--- src/rtl/slu_pkg.sv ---
// Shared encodings for the bit-serial logic unit.
// Op and state codes are reused by the ALU decoder.
package slu_pkg;

  typedef enum logic [1:0] {
    OP_OR  = 2'b00,
    OP_AND = 2'b01,
    OP_XOR = 2'b10,
    OP_NOR = 2'b11
  } slu_op_e;

  typedef enum logic [1:0] {
    S_IDLE  = 2'b00,
    S_SHIFT = 2'b01,
    S_DONE  = 2'b10
  } slu_state_e;

endpackage

--- src/rtl/bitwise_logic_cell.sv ---
// Single 1-bit logic cell shared by every bit position.
// Purely combinational: y = f(op, a, b).
module bitwise_logic_cell
  import slu_pkg::*;
(
  input  logic    a,
  input  logic    b,
  input  slu_op_e op,
  output logic    y
);

  // Decode the latched opcode into one bit operation
  always_comb begin
    y = 1'b0;
    unique case (1'b1)
      (op == OP_OR):  y = a | b;
      (op == OP_AND): y = a & b;
      (op == OP_XOR): y = a ^ b;
      (op == OP_NOR): y = ~(a | b);
    endcase
  end

endmodule

--- src/rtl/serial_logic_unit.sv ---
// Bit-serial bitwise logic unit, LSB first, one bit per clock.
// Optional zero flag port enabled by defining SLU_ZERO_FLAG_EN.
module serial_logic_unit
  import slu_pkg::*;
#(
  parameter  int WIDTH = 4,
  localparam int CNT_W = $clog2(WIDTH)
) (
  input  logic             clk,
  input  logic             rst,
  input  logic             in_valid,
  output logic             in_ready,
  input  logic [WIDTH-1:0] a,
  input  logic [WIDTH-1:0] b,
  input  logic [1:0]       op,
  output logic             out_valid,
  input  logic             out_ready,
  output logic [WIDTH-1:0] o,
`ifdef SLU_ZERO_FLAG_EN
  output logic             zero,
`endif
  output logic             busy
);

  localparam logic [CNT_W-1:0] CNT_LAST = CNT_W'(WIDTH - 1);
  localparam logic [CNT_W-1:0] CNT_ONE  = CNT_W'(1);

  slu_state_e       state;
  slu_state_e       state_nxt;
  logic [CNT_W-1:0] cnt;
  logic [WIDTH-1:0] a_r;
  logic [WIDTH-1:0] b_r;
  slu_op_e          op_r;
  logic             bit_y;
  logic [WIDTH-1:0] o_upd;
  logic             accept;
  logic             last;
  logic             take;

  assign in_ready = (state == S_IDLE);
  assign busy     = (state != S_IDLE);
  assign accept   = in_valid && in_ready;
  assign last     = (cnt == CNT_LAST);
  assign take     = out_valid && out_ready;

  bitwise_logic_cell u_cell (
    .a  (a_r[cnt]),
    .b  (b_r[cnt]),
    .op (op_r),
    .y  (bit_y)
  );

  // Result with the current bit position replaced by the cell output
  always_comb begin
    o_upd      = o;
    o_upd[cnt] = bit_y;
  end

  // State register
  always_ff @(posedge clk or posedge rst) begin
    if (rst) state <= S_IDLE;
    else     state <= state_nxt;
  end

  // Next-state logic
  always_comb begin
    state_nxt = state;
    unique case (state)
      S_IDLE:  if (accept) state_nxt = S_SHIFT;
      S_SHIFT: if (last)   state_nxt = S_DONE;
      S_DONE:  if (take)   state_nxt = S_IDLE;
      default: state_nxt = S_IDLE;
    endcase
  end

  // Operand capture, bit counter, result and valid registers
  always_ff @(posedge clk or posedge rst) begin
    if (rst) begin
      a_r       <= '0;
      b_r       <= '0;
      op_r      <= OP_OR;
      cnt       <= '0;
      o         <= '0;
      out_valid <= 1'b0;
    end else if (accept) begin
      a_r  <= a;
      b_r  <= b;
      op_r <= slu_op_e'(op);
      cnt  <= '0;
      o    <= '0;
    end else if (state == S_SHIFT) begin
      o   <= o_upd;
      cnt <= last ? '0 : cnt + CNT_ONE;
      if (last) out_valid <= 1'b1;
    end else if (state == S_DONE && take) begin
      out_valid <= 1'b0;
    end
  end

`ifdef SLU_ZERO_FLAG_EN
  // Zero flag follows the final result into DONE
  always_ff @(posedge clk or posedge rst) begin
    if (rst)
      zero <= 1'b0;
    else if (state == S_SHIFT && last)
      zero <= (o_upd == '0);
  end
`endif

endmodule

--- config.mk ---
export PLATFORM = sky130hd
export DESIGN_NAME = serial_logic_unit
export DESIGN_NICKNAME = d
export VERILOG_FILES = /design/src/rtl/slu_pkg.sv /design/src/rtl/bitwise_logic_cell.sv /design/src/rtl/serial_logic_unit.sv
export SDC_FILE = /design/constraint.sdc
export NUM_CORES = 1
export LEC_CHECK = 0
export CAP_MARGIN = 20
export CORE_ASPECT_RATIO = 1.25
export CORE_UTILIZATION = 45
export CTS_CLUSTER_DIAMETER = 100
export CTS_CLUSTER_SIZE = 12
export DETAILED_ROUTE_END_ITERATION = 6
export PLACE_DENSITY = 0.72
export SLEW_MARGIN = 20
export SYNTH_ARGS = -nofsm -noshare
export SYNTH_HDL_FRONTEND = slang
export SYNTH_HIERARCHICAL = 1
export SYNTH_SLANG_ARGS = --single-unit
export TNS_END_PERCENT = 5
--- constraint.sdc ---
create_clock -name clk -period 4.4 [get_ports clk]
set_clock_uncertainty 0.1 [all_clocks]
set_input_delay 0.88 -clock clk [delete_from_list [all_inputs] [get_ports clk]]
set_output_delay 0.88 -clock clk [all_outputs]
set_load 0.02 [all_outputs]
# == Yosys cells after proc, flatten, opt, wreduce, memory -nomap -nowiden ==
# Cells that the tools add are included.
# word_totals
register_bits,19
elab_cells,55
inputBits,14
# op_classes
mux,20
eq_ne,9
addsub,1
bitwise_logic,5
reduce_logical,11
order_cmp,2
# ops
cell,n
2-to-1 mux 2 bit,6
equality test 2 bit (second input constant),4
2-to-1 mux 4 bit,2
2-to-1 mux 1 bit,6
case mux 2 bit (3 select lines),1
AND reduction 3 bit,2
nonzero test 2 bit,3
binary-select mux 1 bit (select 2 bit),2
bitwise mux 4 bit,1
equality test 2 x 1 -> 1 bit (second input constant),2
logical AND 1 bit,4
zero test 2 bit,2
!= test 2 bit (second input constant),2
case mux 1 bit (4 select lines),1
less-than comparator 2 x 3 -> 1 bit (second input constant),1
adder 2 x 1 -> 2 bit (second input constant),1
demux 1 bit (select 2 bit),1
greater-or-equal comparator 2 x 1 -> 1 bit (second input constant),1
!= test 2 x 1 -> 1 bit (second input constant),1
NOT 1 bit,2
AND 1 bit,1
OR 1 bit,1
XOR 1 bit,1

# == Longest topological paths before layout ==
# Gate-level depths: netlist (run 1).
# depth
depth_word,8
ltp_mapped,8
depth_no_buf,8

# == By module ==
# The synthesis (run 1) kept the hierarchy.
# modules_own_cells
mod,area_each_um2,seq_area_each_um2,instances,cells_each
serial_logic_unit,924.6,475.5,1,72
bitwise_logic_cell,66.3,0.0,1,9

# == Worst setup path after synthesis (run 1) ==
# No wires, ideal clock.
# synth_path
kind,flip-flop to flip-flop
from,reg cnt[0]
to,reg o[3]
setup_ps,126
n_path_buf,0
synth_period_minus_slack_ps,2312
required_time_ps,4174
setup_slack_ps,2088
arrival_ps,2085
path_stages_with_launch,9
cell_sequence,dfrtp_1 mux4_2 inv_1 ha_1 mux2_1 nand2_1 o21ai_1 nor2b_1 a221o_1
# synth_between
elab_chain_cells,8
# synth_rtl
element,line,text
"start, declared",serial_logic_unit.sv:30,logic [CNT_W-1:0] cnt;
"start signal, assigned",serial_logic_unit.sv:93,cnt <= last ? '0 : cnt + CNT_ONE;
"binary-select mux 1 bit (select 2 bit), on equally long branches","serial_logic_unit.sv:47, serial_logic_unit.sv:48",
"2-to-1 mux 1 bit, on equally long branches","serial_logic_unit.sv:47, serial_logic_unit.sv:48",
OR 1 bit,"bitwise_logic_cell.sv:16, bitwise_logic_cell.sv:19",
NOT 1 bit,bitwise_logic_cell.sv:19,(op == OP_NOR): y = ~(a | b);
case mux 1 bit (4 select lines) *,bitwise_logic_cell.sv:15,unique case (1'b1)
via bit_y,serial_logic_unit.sv:34,logic bit_y;
bitwise mux 4 bit *,serial_logic_unit.sv:56,o_upd[cnt] = bit_y;
2-to-1 mux 4 bit *,serial_logic_unit.sv:91,end else if (state == S_SHIFT) begin
2-to-1 mux 4 bit *,serial_logic_unit.sv:85,end else if (accept) begin
"end signal, assigned",serial_logic_unit.sv:92,o <= o_upd;
"end, declared",serial_logic_unit.sv:18,"output logic [WIDTH-1:0] o,"
# The timed path passes the listed nets; every way through them passes the cells marked *. The select of a mux whose other input is x is not followed.
# A chain may end at the register's enable or synchronous reset.

# == Worst setup path after layout (run 1) ==
# layout_path
from,reg state[0]
to,out busy
# layout_between
elab_chain_cells,1
# layout_rtl
element,line,text
"start, declared",serial_logic_unit.sv:28,slu_state_e state;
"start signal, assigned",serial_logic_unit.sv:62,else state <= state_nxt;
nonzero test 2 bit,serial_logic_unit.sv:41,assign busy = (state != S_IDLE);
"end, declared",serial_logic_unit.sv:22,output logic busy
# Every way passes these cells.

==> impl_metrics.ini, run 1 <==
[grt]
grt_pass1_vias = 639
grt_antenna_before_repair = 0
grt_pass1_wl_mm = 2.78
grt_util_all_layers_pct = 16.5
grt-ovfl-total = 0
grt_max_degree = 20

[setup_path]
cpPeakStageDelay_ns = 0.63
crit_fanout = 16
rr_worst_depth = 8
r2r-start = cnt[0]$_DFFE_PP0P_
critPathLaunchType = flip-flop
crit_buf_inv = 2
end_kind = output pin
crit_chain = nor2_1 > inv_1 > clkdlybuf4s50_1
critPathTopFamily = buffers and inverters
cp_data_required_time_ns = 3.42
r2r_end = o[3]$_DFFE_PP0P_
cp.arrival_ns = 1.68
critPathLaunch = state[0]$_DFFE_PP0P_
crit_slowest_cell = dfrtp_1
r2r_slack_ns = 1.92
path_class = reg -> out

[die]
die_y_um = 54.5
coreArea_um2 = 2030
fp.dieW_um = 44.0
rows = 18
die-area_um2 = 2390
io_pins = 21
initial_core_util_pct = 48.9

[power_and_ir_drop]
p_per_area_nw_per_um2 = 674
leakage_nw = 0.546
peakVddDrop_mv = 0.346

[logic_synthesis]
synth_adder_area_share_pct = 7.58
synth_top_family_by_area = multiplexers
synth_seq_cells = 19
synth_cell_type_count = 26
syn_area_per_cell_um2 = 12.2
synth-xor-area-share_pct = 0
async_reset_ff_share_pct = 100
yosys-mux-area-fraction_pct = 19.2
syn_inst = 81
synth_flop_cell = dfrtp_1
ys_seq_area_share_pct = 48.0
syn_nets = 101
ys_warn_count = 6
synth-edff-count = 0
synth_compound_area_share_pct = 9.60
syn_area_um2 = 991
yosys.area_share.simple_pct = 9.47

[finish]
final_common_cell = clkdlybuf4s50_1
final_cell_mix = 20 x clkdlybuf4s50_1, 19 x dfrtp_1, 11 x mux2_1
drive_gt1_share_pct = 8.74
syn2layout_area_growth_pct = 23.9
fin_nets = 124
fillers = 167
antenna_cells = 0
stdcell_area_um2 = 1230

[placement]
dp_hpwl_mm = 1.24
placed_cell_area_um2 = 1200
portBuffers = 20
gp_congestion = 0.711

[route]
viasPerCell = 5.41
drt_pass1_iterations = 6
drc = 0
drt-total-wl_mm = 1.65
highest_layer = met4
met1_length_um = 823
drt_iter0_drc = 15
routedWlPerCell_um = 13.4
ant_nets = 0
met2_length_um = 756
wl_met3_um = 38
detailroute.via_count = 666

[timing]
post-route-min-period_ns = 2.66
fin_crit_sh_pct = 60.5
slew_violations = 0
max_slew_margin_pct = 54.6
whs_ns = 0.402
rsz0062_at_grt = no
finalHoldViolCount = 0
worst-slew-pin-transition_ns = 0.681
fmax_mhz = 376
finalSetupTns_ns = 0
setup_viol = 0

[status]
status = finished clean

[worst_hold_path]
hp-start = b_r[0]$_DFFE_PP0P_
min_path_cells = 1
hp-class = reg -> reg
min_to = b_r[0]$_DFFE_PP0P_

[cts]
clk_transition_reported_paths_ns = 0.11
cts.sinks = 19
cts_max_path_buffers = 2
ctsHoldBuffers = 0
cts_root_buf = clkbuf_4
cts_tree = built
htreeDepth = 1
postCtsResizedCells = 0
clock_latency_ns = 0.29
cts_buffers = 3
postCtsSetupBuffers = 0

[flow_run]
cap_violations = 0
==> through the flow <==
stage | util, % | cells | worst slack, ns | total power, mW
floorplan | - | 81 | 2.09 | 0.630
global placement | 59.2 | 119 | 2.03 | 0.731
detailed placement | 59.2 | 119 | 1.94 | 0.745
CTS | 60.6 | 123 | 1.75 | 0.835
global route | 60.6 | 123 | 1.65 | 0.904
finish | 60.6 | 123 | 1.74 | 0.827
==> report_power, final <==
group	total (mW)	internal (mW)	leakage (nW)	switching [mW]
Sequential	0.335	0.254	0.228	0.0811
Clock	0.0872	0.0338	0.0177	0.0534
Combinational	0.405	0.225	0.300	0.180
==> worst register-to-register path, stage by stage, from the launching register on <==
cell     delay [ns]
dfrtp_1        0.51
mux4_2         0.56
inv_1          0.07
ha_1           0.22
mux2_1         0.28
nand2_1        0.07
o21ai_1        0.11
nor2b_1        0.16
a221o_1        0.30
==> area by class of cell <==
type                            instances  area, µm²  area share (%)
Sequential cell                        19        475            38.7
Multi-Input combinational cell         49        454            37.0
Timing Repair Buffer                   21        208            16.9
Inverter                               10       37.5            3.06
Tap cell                               20       25.0            2.04
Clock buffer                            3       22.5            1.83
Clock inverter                          1       5.00           0.408
==> kinds of logic (layout without fill, tap and decap cells) <==
kind of cell	Yosys count	count (layout)
flops	19	19
simple gates	16	16
mux	15	15
buf+inv	13	35
compound gates	12	12
fa+ha+maj	6	6
==> synthesized netlist by cell type, types with 2 or more instances <==
master / number / area share (%)
inv_1: 10 / 3.8
a21oi_1: 2 / 1.0
o221ai_1: 3 / 2.7
mux4_2: 2 / 4.5
nand4b_1: 3 / 2.7
a22o_1: 2 / 1.8
nand2_1: 4 / 1.5
mux2_1: 11 / 13
nor2b_1: 2 / 1.3
ha_1: 6 / 7.6
nor2_1: 3 / 1.1
dfrtp_1: 19 / 48
==> routing by layer <==
metal	global-route usage [%]	vias up
li1	-	331
met4	9.09	0
met2	25.9	7
met1	21.7	326
met5	0	-
met3	2.97	2
==> flip-flops by register name (all words and copies together), names as in the netlist <==
signal     flops
a_r            4
b_r            4
o              4
cnt            2
op_r           2
state          2
out_valid      1
==> worst max path at each step <==
| stage | to | slack, ns | cells after the start |
|---|---|---|---|
| floorplan | o[3]$_DFFE_PP0P_ | 2.09 | 8 |
| global placement | o[3]$_DFFE_PP0P_ | 2.03 | 8 |
| detailed placement | o[3]$_DFFE_PP0P_ | 1.94 | 8 |
| CTS | busy | 1.75 | 3 |
| global route | busy | 1.65 | 3 |
| finish | busy | 1.74 | 3 |
Power figures use the tool's default switching activity.
==> inputs of run 2 (changes only) <==
--- a/config.mk
+++ b/config.mk
@@ -7,11 +7,11 @@
 export LEC_CHECK = 0
 export CAP_MARGIN = 20
 export CORE_ASPECT_RATIO = 1.25
-export CORE_UTILIZATION = 45
+export CORE_UTILIZATION = 44
 export CTS_CLUSTER_DIAMETER = 100
 export CTS_CLUSTER_SIZE = 12
 export DETAILED_ROUTE_END_ITERATION = 6
-export PLACE_DENSITY = 0.72
+export PLACE_DENSITY = 0.73
 export SLEW_MARGIN = 20
 export SYNTH_ARGS = -nofsm -noshare
 export SYNTH_HDL_FRONTEND = slang
==> constraint.sdc (replaced) <==
create_clock -name clk -period 2.3 [get_ports clk]
set_clock_uncertainty 0.1 [all_clocks]
set_input_delay 0.46 -clock clk [delete_from_list [all_inputs] [get_ports clk]]
set_output_delay 0.46 -clock clk [all_outputs]
set_load 0.02 [all_outputs]
==> run 2 against run 1 <==
  * Final area rose by 6.8%
  * Final cell count rose by 13%
  * Count of clock-buffer cells in the layout did not move
  * Wire length rose by 12%
  * Non-clock buffer count rose by 6
  * Critical path depth rose by 5
  * Largest cell class is now multi-input combinational cells
  * Worst setup slack got worse by 1.7 ns
  * Highest routed layer unchanged
==> impl_metrics.ini, run 2 (synthesis gave the netlist of run 1 again) <==
[setup_path]
rr_worst_depth = 8
crit_end = o[3]$_DFFE_PP0P_
crit_buf_inv = 1
r2r_slack_ns = 0.02
r2r_end = o[3]$_DFFE_PP0P_
cp.arrival_ns = 2.36
end_kind = flip-flop
path_class = reg -> reg
r2r-start = cnt[0]$_DFFE_PP0P_
cp_data_required_time_ns = 2.39
critPathLaunch = cnt[0]$_DFFE_PP0P_
crit_chain = mux4_2 > inv_2 > ha_4 > mux2_4 > nand2_2 > o21ai_2 > nor2b_2 > a221o_1
crit_fanout = 3
critPathLaunchType = flip-flop
cpPeakStageDelay_ns = 0.52
crit_slowest_cell = mux4_2
critPathTopFamily = multiplexers
cp.depth = 8

[cts]
cts_max_path_buffers = 2
ctsHoldBuffers = 0
htreeDepth = 1
cts.sinks = 19
cts_buffers = 3
cts_tree = built
cts_root_buf = clkbuf_4
clock_latency_ns = 0.29
clk_transition_reported_paths_ns = 0.12

[route]
drc = 0
routedWlPerCell_um = 13.3
drt_pass1_iterations = 4
ant_nets = 0
detailroute.via_count = 701
viasPerCell = 5.04
drt-total-wl_mm = 1.85
drt_iter0_drc = 4

[power_and_ir_drop]
peakVddDrop_mv = 0.716
p_per_area_nw_per_um2 = 1400
leakage_nw = 0.578
total_power_mw = 1.84

[timing]
setup_viol = 0
rsz0062_at_grt = yes
max_slew_margin_pct = 74.1
fin_crit_sh_pct = 99.0
slew_violations = 0
fmax_mhz = 439
fin_ws_ns = 0.0238
post-route-min-period_ns = 2.28
finalSetupTns_ns = 0
whs_ns = 0.326
finalHoldViolCount = 0
worst-slew-pin-transition_ns = 0.388

[placement]
gp_congestion = 0.789
dp_hpwl_mm = 1.41
placedCellCount = 133
portBuffers = 20
placed_cell_area_um2 = 1240
post-place-ws_ns = 0.0136

[grt]
grt_max_degree = 16
grt_antenna_before_repair = 0
grt_pass1_vias = 673
grt_util_all_layers_pct = 17.3
grt_pass1_wl_mm = 2.99
grt-ovfl-total = 0

[die]
io_pins = 21
initial_core_util_pct = 48.4
die_y_um = 55.1
coreArea_um2 = 2050
fp.dieW_um = 44.4
die-area_um2 = 2450
rows = 18

[worst_hold_path]
hp-class = in -> async

[finish]
antenna_cells = 0
regArea_um2 = 477
final_common_cell = clkdlybuf4s50_1
syn2layout_area_growth_pct = 32.3
fillers = 168
fin_nets = 130
drive_gt1_share_pct = 21.1
final_cell_mix = 20 x clkdlybuf4s50_1, 18 x dfrtp_1, 10 x mux2_1
multiInputGateArea_um2 = 479
post-route-util_pct = 64.0
top_regs = a_r (4), b_r (4), o (4)
fin_cells = 139
stdcell_area_um2 = 1310

[status]
status = finished clean

[flow_run]
cap_violations = 0
-- run 2: timing repair --
action	4_1_cts	5_1_grt
buffers inserted	0	2
resized for setup	0	7
endpoints found under the setup margin	0	4
-- run 2: routing by layer --
| layer | share of wire (%) | global-route usage (%) | vias to the layer above |
|---|---|---|---|
| li1 | - | - | 345 |
| met1 | 49 | 24.9 | 345 |
| met2 | 48 | 25.5 | 9 |
| met3 | 2.6 | 2.92 | 2 |
| met4 | 1.0 | 7.58 | 0 |
| met5 | 0 | 0 | - |
-- run 2: how the worst min path moves through the flow --
stage | start | cells after the start | slack [ns] | end
floorplan | rst | 1 | 0.31 | a_r[0]$_DFFE_PP0P_
global placement | b_r[2]$_DFFE_PP0P_ | 1 | 0.38 | b_r[2]$_DFFE_PP0P_
detailed placement | b_r[1]$_DFFE_PP0P_ | 1 | 0.38 | b_r[1]$_DFFE_PP0P_
CTS | rst | 2 | 0.34 | op_r[1]$_DFFE_PP0P_
global route | rst | 2 | 0.35 | op_r[1]$_DFFE_PP0P_
finish | rst | 2 | 0.33 | o[1]$_DFFE_PP0P_
-- run 2: power breakdown --
group          switching, mW  internal (mW)
clock                  0.107         0.0646
combinational          0.457          0.597
sequential             0.127          0.488
-- run 2: cell type report --
type	instances	share of cell area, %
Multi-Input combinational cell	49	36.5
Sequential cell	19	36.4
Timing Repair Buffer	27	19.3
Inverter	10	2.86
Tap cell	30	2.86
Clock buffer	3	1.72
Clock inverter	1	0.382
==> inputs of run 3 (changes only) <==
--- a/config.mk
+++ b/config.mk
@@ -12,6 +12,8 @@
 export CTS_CLUSTER_SIZE = 12
 export DETAILED_ROUTE_END_ITERATION = 6
 export PLACE_DENSITY = 0.73
+export RECOVER_POWER = 100
+export SKIP_CTS_REPAIR_TIMING = 1
 export SLEW_MARGIN = 20
 export SYNTH_ARGS = -nofsm -noshare
 export SYNTH_HDL_FRONTEND = slang
==> run 3 against run 2 <==
  * Hold slack better by 0.075 ns
  * Combinational power barely moved
  * Count of clock-buffer cells in the layout unchanged
  * Final area is 0.57% lower
  * Clock power about the same
  * Die area unchanged
  * Worst setup slack about the same
  * Sequential share of layout area up 0.21 points
  * Non-clock buffer count stayed put
  * Largest cell class unchanged
  * Largest power group unchanged
  * First-iteration DRC count is 75% lower
  * Via count is 0.86% higher
  * Sequential power about the same
  * Critical endpoint unchanged
==> impl_metrics.ini, run 3 (synthesis gave the netlist of run 1 again) <==
[status]
status = finished clean

[die]
coreArea_um2 = 2050
die_y_um = 55.1
initial_core_util_pct = 48.4
io_pins = 21
rows = 18
die-area_um2 = 2450
fp.dieW_um = 44.4

[timing]
slew_violations = 0
post-route-min-period_ns = 2.28
whs_ns = 0.401
max_slew_margin_pct = 60.5
finalHoldViolCount = 0
fmax_mhz = 439
setup_viol = 0
finalSetupTns_ns = 0
fin_crit_sh_pct = 99.0
rsz0062_at_grt = yes
worst-slew-pin-transition_ns = 0.592

[placement]
dp_hpwl_mm = 1.41
portBuffers = 20
gp_congestion = 0.789

[finish]
multiInputGateArea_um2 = 479
final_common_cell = dfrtp_1
top_regs = a_r (4), b_r (4), o (4)
syn2layout_area_growth_pct = 31.6
drive_gt1_share_pct = 19.3
fillers = 170
final_cell_mix = 18 x dfrtp_1, 13 x clkdlybuf4s50_1, 10 x mux2_1
fin_nets = 130
antenna_cells = 0
regArea_um2 = 477

[setup_path]
crit_slowest_cell = mux4_2
crit_fanout = 3
crit_chain = mux4_2 > inv_2 > ha_4 > mux2_4 > nand2_2 > o21ai_2 > nor2b_2 > a221o_1
end_kind = flip-flop
critPathLaunchType = flip-flop
cpPeakStageDelay_ns = 0.52
path_class = reg -> reg
cp.arrival_ns = 2.36
cp_data_required_time_ns = 2.39

[route]
drt_iter0_drc = 1
drt-total-wl_mm = 1.85
routedWlPerCell_um = 13.3
ant_nets = 0
highest_layer = met4
met2_length_um = 887
drc = 0
wl_met3_um = 38
met1_length_um = 902
drt_pass1_iterations = 3
viasPerCell = 5.09
detailroute.via_count = 707

[cts]
cts_tree = built
clock_latency_ns = 0.29
clk_transition_reported_paths_ns = 0.11
cts_root_buf = clkbuf_4
cts_buffers = 3
cts_max_path_buffers = 2
cts.sinks = 19
htreeDepth = 1

[worst_hold_path]
hp-class = reg -> reg

[flow_run]
cap_violations = 0

[power_and_ir_drop]
pwr-share-seq_pct = 33.7
pwr-share-comb_pct = 57.0
p_switching_mw = 0.689
p_per_area_nw_per_um2 = 1400
internal_power_mw = 1.13
peakVddDrop_mv = 0.717
leakage_nw = 0.576
clockPowerShare_pct = 9.4
swShare_pct = 37.8

[grt]
grt-ovfl-total = 0
grt_pass1_vias = 673
grt_pass1_wl_mm = 2.99
grt_util_all_layers_pct = 17.3
grt_antenna_before_repair = 0
grt_max_degree = 16
run 3: cell types whose count changed in the layout (fill, tap and decap cells not counted), sizes merged:
cell,delta
clkdlybuf4s50,-7
dlygate4sd3,+7
buf,-2
clkbuf,+2
run 3: through the flow:
stage | std cells | area (µm²) | worst slack, ns | power [mW] | util (%)
4_1_cts | 137 | 1270 | 0.00272 | 1.68 | 62.0
3_3_place_gp | 133 | 1240 | 0.0934 | 1.47 | 60.7
6_report | 139 | 1300 | 0.0240 | 1.82 | 63.6
5_1_grt | 139 | 1300 | -0.0557 | 1.97 | 63.6
3_5_place_dp | 133 | 1240 | 0.0136 | 1.51 | 60.7
2_1_floorplan | 81 | 992 | 0.0439 | 1.21 | -
run 3: final cells by class:
| cell class | instances | area share, % |
|---|---|---|
| Clock inverter | 1 | 0.384 |
| Tap cell | 30 | 2.88 |
| Sequential cell | 19 | 36.6 |
| Clock buffer | 3 | 1.73 |
| Multi-Input combinational cell | 49 | 36.8 |
| Inverter | 10 | 2.88 |
| Timing Repair Buffer | 27 | 18.8 |
run 3: final timing paths:
kind | slack [ns] | cells past startpoint | startpoint | to
worst min-delay path | 0.40 | 1 | a_r[3]$_DFFE_PP0P_ | a_r[3]$_DFFE_PP0P_
min in group asynchronous | 0.46 | 2 | rst | op_r[0]$_DFFE_PP0P_
max in group asynchronous | 0.84 | 3 | rst | cnt[0]$_DFFE_PP0P_
worst max-delay path | 0.02 | 8 | cnt[0]$_DFFE_PP0P_ | o[3]$_DFFE_PP0P_
worst min register to register | 0.40 | 1 | a_r[3]$_DFFE_PP0P_ | a_r[3]$_DFFE_PP0P_
worst max register to register | 0.02 | 8 | cnt[0]$_DFFE_PP0P_ | o[3]$_DFFE_PP0P_
run 3: routing by layer:
| layer | global-route usage (%) | vias up |
|---|---|---|
| met5 | 0 | - |
| met4 | 7.58 | 0 |
| met3 | 2.92 | 2 |
| met2 | 25.5 | 7 |
| met1 | 24.9 | 353 |
| li1 | - | 345 |
run 3: critical path, delay by kind of cell (launching register included):
family,cells,cell delay (ns)
mux,2,0.79
fa+ha+maj,1,0.20
simple gates,2,0.20
buf+inv,1,0.09
compound gates,2,0.37
flops,1,0.41
run 3: power groups by stage:
stage                     Clock, mW  Combinational [mW]  Sequential [mW]
final                         0.171                1.04            0.614
after global routing          0.195                1.14            0.636
after CTS                     0.180               0.895            0.610
after detailed placement          0               0.894            0.617
after global placement            0               0.855            0.613
after floorplan                   0               0.592            0.615
